[src/rtl/mem_arb_2to1.sv]
// rtl/mem_arb_2to1.sv - two-port to single-memory arbiter with per-port grant counters
//
// Purpose: funnels requests from two client ports onto one memory port with at
// most one transaction outstanding, routes the memory response back to the
// port that issued it, and counts accepted requests per port.
//
// Ports:
//   clk, reset                       clock, synchronous active-high reset
//   req0_msg/req0_val/req0_rdy       port 0 request stream (in/in/out)
//   resp0_msg/resp0_val/resp0_rdy    port 0 response stream (out/out/in)
//   req1_*, resp1_*                  port 1, same shape as port 0
//   memreq_msg/memreq_val/memreq_rdy     shared memory request (out/out/in)
//   memresp_msg/memresp_val/memresp_rdy  shared memory response (in/in/out)
//   gnt0_cnt, gnt1_cnt               saturating accepted-request counters

package mem_arb_2to1_pkg;
   typedef struct packed {
      logic [2:0]   typ;
      logic [7:0]   opaque;
      logic [31:0]  addr;
      logic [3:0]   len;
      logic [127:0] data;
   } mem_req_16B_t;

   typedef struct packed {
      logic [2:0]   typ;
      logic [7:0]   opaque;
      logic [1:0]   test;
      logic [3:0]   len;
      logic [127:0] data;
   } mem_resp_16B_t;
endpackage

module mem_arb_2to1
   import mem_arb_2to1_pkg::*;
#(
   parameter int PRIO_FIXED = 0,
   parameter int CNT_W      = 16
)(
   input  logic              clk,
   input  logic              reset,

   input  mem_req_16B_t      req0_msg,
   input  logic              req0_val,
   output logic              req0_rdy,
   output mem_resp_16B_t     resp0_msg,
   output logic              resp0_val,
   input  logic              resp0_rdy,

   input  mem_req_16B_t      req1_msg,
   input  logic              req1_val,
   output logic              req1_rdy,
   output mem_resp_16B_t     resp1_msg,
   output logic              resp1_val,
   input  logic              resp1_rdy,

   output mem_req_16B_t      memreq_msg,
   output logic              memreq_val,
   input  logic              memreq_rdy,

   input  mem_resp_16B_t     memresp_msg,
   input  logic              memresp_val,
   output logic              memresp_rdy,

   output logic [CNT_W-1:0]  gnt0_cnt,
   output logic [CNT_W-1:0]  gnt1_cnt
);

   typedef enum logic [1:0] {IDLE, ISSUE, WAIT} state_t;

   state_t       state;
   logic         owner;      // port that owns the outstanding transaction
   logic         last_gnt;   // port granted most recently
   mem_req_16B_t req_buf;

   logic live;
   logic in_idle;
   logic in_issue;
   logic in_wait;
   logic pick1;
   logic owner_rdy;

   // Every handshake output is forced low while reset is held, so a
   // transaction caught mid-flight by reset is dropped without a response
   // being handed to either port during the reset cycle itself.
   assign live     = !reset;
   assign in_idle  = live && (state == IDLE);
   assign in_issue = live && (state == ISSUE);
   assign in_wait  = live && (state == WAIT);

   // pick1 selects port 1 as the winner; it only matters when a valid is up.
   always_comb begin
      pick1 = 1'b0;
      if (PRIO_FIXED != 0)
         pick1 = !req0_val;
      else
         pick1 = req1_val && (!req0_val || !last_gnt);
   end

   assign req0_rdy = in_idle && req0_val && !pick1;
   assign req1_rdy = in_idle && req1_val && pick1;

   assign memreq_val = in_issue;
   assign memreq_msg = req_buf;

   assign owner_rdy   = owner ? resp1_rdy : resp0_rdy;
   assign memresp_rdy = in_wait && owner_rdy;
   assign resp0_val   = in_wait && !owner && memresp_val;
   assign resp1_val   = in_wait &&  owner && memresp_val;
   assign resp0_msg   = memresp_msg;
   assign resp1_msg   = memresp_msg;

   always_ff @(posedge clk) begin
      if (reset) begin
         state    <= IDLE;
         owner    <= 1'b0;
         last_gnt <= 1'b1;
         req_buf  <= '0;
         gnt0_cnt <= '0;
         gnt1_cnt <= '0;
      end else begin
         case (state)
            IDLE: begin
               if (req0_rdy || req1_rdy) begin
                  req_buf  <= req1_rdy ? req1_msg : req0_msg;
                  owner    <= req1_rdy;
                  last_gnt <= req1_rdy;
                  state    <= ISSUE;
                  if (req0_rdy && (gnt0_cnt != {CNT_W{1'b1}}))
                     gnt0_cnt <= gnt0_cnt + CNT_W'(1);
                  if (req1_rdy && (gnt1_cnt != {CNT_W{1'b1}}))
                     gnt1_cnt <= gnt1_cnt + CNT_W'(1);
               end
            end
            ISSUE: begin
               if (memreq_rdy)
                  state <= WAIT;
            end
            WAIT: begin
               if (memresp_val && memresp_rdy)
                  state <= IDLE;
            end
            default: state <= IDLE;
         endcase
      end
   end

endmodule
[config.mk]
export PLATFORM = sky130hd
export DESIGN_NAME = mem_arb_2to1
export DESIGN_NICKNAME = d
export VERILOG_FILES = /design/src/rtl/mem_arb_2to1.sv
export SDC_FILE = /design/constraint.sdc
export NUM_CORES = 1
export LEC_CHECK = 0
export ABC_CLOCK_PERIOD_IN_PS = 2900
export BUFFER_PORTS_ARGS = -buffer_cell sky130_fd_sc_hd__buf_2
export CORE_AREA = 2 2 396 398
export DETAILED_ROUTE_END_ITERATION = 6
export DIE_AREA = 0 0 398 400
export GPL_TIMING_DRIVEN = 0
export PLACE_DENSITY = 0.3
export REMOVE_ABC_BUFFERS = 1
export SLEW_MARGIN = 20
export SYNTH_ARGS = -nofsm -noshare
export SYNTH_HDL_FRONTEND = slang
export SYNTH_SLANG_ARGS = --single-unit
[constraint.sdc]
create_clock -name clk -period 2.9 [get_ports clk]
set_input_delay 0.29 -clock clk [delete_from_list [all_inputs] [get_ports clk]]
set_output_delay 0.29 -clock clk [all_outputs]
set_load 0.02 [all_outputs]
==> impl_metrics.yaml <==
die:
  die_height_um: 400
  die-area_um2: 159000
  die_x_um: 398
  core-area_um2: 155000
  num_rows: 145
  initial_core_util_pct: 7.40
  ioPinCount: 1006
global_routing:
  met2_usage_pct: 20.0
  antenna_found_initial: 19
  gr-usage-met1_pct: 13.5
  grt_remaining_overflow: 0
  grtUsageTotal_pct: 15.0
  grt_pass1_wl_um: 152000
  use_met3_pct: 18.6
  busiest_layer: "met2"
  grt_pass1_vias: 12900
  grt_max_degree: 90
logic_synthesis:
  yosysSeqAreaShare_pct: 36.8
  yosys-top-cells-area: "dfxtp_1 (37%), buf_4 (19%), a311oi_1 (13%)"
  synthTopCellsByCount: "nand2_1 (365), buf_4 (290), dfxtp_1 (211)"
  ys.flop_type: "dfxtp_1"
  synth-simple-area-share_pct: 22.8
  synth_top_cell_by_area: "dfxtp_1"
  yosys.area_share.adder_pct: 0.218
  synth_edf_count: 0
  synthDistinctLibCells: 45
  ys_seq_elements: 211
  synth_compound_gate_area_share_pct: 16.3
  synth.most_common_cell: "nand2_1"
  ys_warn_count: 0
  synthArstFlopShare_pct: 0
  synth_top_area_share_pct: 36.8
  syn-mean-instance-area_um2: 7.71
  synth_top_family_by_area: "buffers and inverters"
  yosys.area_share.xor_xnor_pct: 0
  synth_mux_area_share_pct: 1.06
  netlist_instances: 1489
  netlist_area_um2: 11500
critical_path:
  cpPeakStageDelay_ns: 0.49
  path_cells: "nor4b_4 > nand2_4 > buf_16 > buf_16 > buf_16 > nor2_1 > a311oi_1"
  r2r_start: "state[0]$_SDFFE_PP0P_"
  critical_path_class: "register to register"
  cp.required_ns: 3.33
  cp_slowest_cell: "nor4b_4"
  start_kind: "register"
  crit_buf_inv: 3
  endpoint_kind: "register"
  crit_arrival_ns: 3.25
  worstPathMaxFanout: 58
  path_common_cell: "buf_16"
  crit_path_start: "state[0]$_SDFFE_PP0P_"
  crit_family: "simple AND/OR/NAND/NOR gates"
  r2r_setup_slack_ns: 0.08
power_and_ir_drop:
  max-vdd-ir-drop_mv: 0.374
  p_leak_nw: 7.84
  switchingPower_w: 0.00292
  comb_power_share_pct: 21.0
  sw_frac_of_total_pct: 30.7
  internal_power_w: 0.00659
  seqPwrFrac_pct: 34.2
  power_frac_clock_pct: 44.8
  powerDensity_nw_per_um2: 499
place:
  place_congestion: 0.897
  dp_slack_ns: -0.589
  dpl.hpwl_um: 101000
  placed_area_um2: 14900
  io_buffers: 570
sta:
  period_share_pct: 97.3
  rsz0062_at_grt: "no"
  max_freq_ghz: 0.354
  tightest_slew_ns: 0.790
  worst_slack_ns: 0.0770
  min_period_ns: 2.82
  finClkSkew_ns: 0.0230
  hold_violations: 0
  setup-violations-final: 0
  slew_headroom_pct: 47.2
  slew_viol_final: 0
layout:
  final_area_um2: 19100
  syn2layout_area_growth_pct: 66.3
  drive_above_1_share_pct: 32.5
  final_net_count: 2540
clock_network:
  path_clk_slew_ns: 0.06
  htreeDepth: 2
  clock_latency_ns: 0.58
  tritoncts: "built"
  clock_path_buffers: 3
  root_buffer: "clkbuf_16"
  cts.sinks: 211
  numCtsBuffers: 34
routing:
  vias: 14000
  drt-initial-drc-count: 1023
  first_pass_iters: 5
  drc: 0
  ant_nets: 0
  wl_um: 124000
  wl_per_cell_um: 30.2
  vias_per_cell: 3.39
flow_run:
  maxCapViolations: 0
worst_hold_path:
  hp-start: "req0_msg[61]"
  hold_path_class: "input pin to register"
run_status:
  status: "complete, no violations"
## worst min-delay path: cells and delay by family
kind / cells / cell delay (ns)
simple gates: 1 / 0.08
compound gates: 1 / 0.08
buf+inv: 1 / 0.10
## metal layers
layer  routed length (um)  vias to the layer above  share of wire, %
li1                     -                     5941                 -
met1                39400                     6353                32
met2                47200                     1476                38
met3                32700                      149                26
met4                 2350                       49               1.9
met5                 2710                        -               2.2
## what timing repair did
action                                  4_1_cts  5_1_grt
pin swaps                                     1        1
hold buffers                                309        0
resized for setup                             1        2
buffers inserted                              1        0
endpoints found under the hold margin       173        0
endpoints found under the setup margin       47       16
## power by group through the flow
stage	Combinational (W)	Clock, W	Sequential, W
2_1_floorplan	0.000522	0	0.00358
3_3_place_gp	0.00178	0	0.00332
3_5_place_dp	0.00163	0	0.00331
4_1_cts	0.00203	0.00448	0.00325
5_1_grt	0.00217	0.00456	0.00328
6_report	0.00200	0.00426	0.00325
## cell type report
cell class	count	area [um^2]
Sequential cell	211	4230
Multi-Input combinational cell	872	4670
Tap cell	2058	2570
Inverter	7	26.3
Clock buffer	50	1030
Fill cell	18100	136000
Antenna cell	5	12.5
Timing Repair Buffer	909	6470
Clock inverter	8	71.3
## through the flow
step | setup TNS (ns) | hold slack, ns | power [W] | cells | util [%]
after floorplan | -1042.37 | 0.359 | 0.00410 | 1090 | -
after global placement | -3294.55 | 0.466 | 0.00510 | 3718 | 9.22
after detailed placement | -32.38 | 0.467 | 0.00494 | 3749 | 9.58
after CTS | 0 | 0.000329 | 0.00976 | 4117 | 12.3
after global routing | 0 | 0.0149 | 0.0100 | 4117 | 12.3
final | 0 | 0.0447 | 0.00951 | 4120 | 12.3
## kinds of logic after synthesis
family | Yosys count
buffers and inverters | 406
muxes | 11
and+or+nand+nor | 635
AOI/OAI and AO/OA | 224
DFF | 211
adders and majority gates | 2
## sequential cells by signal, indices dropped and copies added (netlist names)
register,count
gnt0_cnt,16
gnt1_cnt,16
last_gnt,1
memreq_msg,175
owner,1
state,2
## worst paths after layout
check                                 to  cells after the start
max          memreq_msg[11]$_SDFFE_PP0P_                      7
max reg2reg  memreq_msg[11]$_SDFFE_PP0P_                      7
min          memreq_msg[61]$_SDFFE_PP0P_                      3
min reg2reg   memreq_msg[9]$_SDFFE_PP0P_                      2
## cell usage in the layout (no fill, tap or decap), drive strengths merged, types with 9 or more instances in the layout
master,instances
dlygate4sd3,309
dfxtp,211
nand2,365
nand3,16
buf,600
nor2b,9
a21oi,15
clkbuf,50
or4,9
nor2,190
a311oi,175
mux2,9
(Power assumes the default switching activity.)
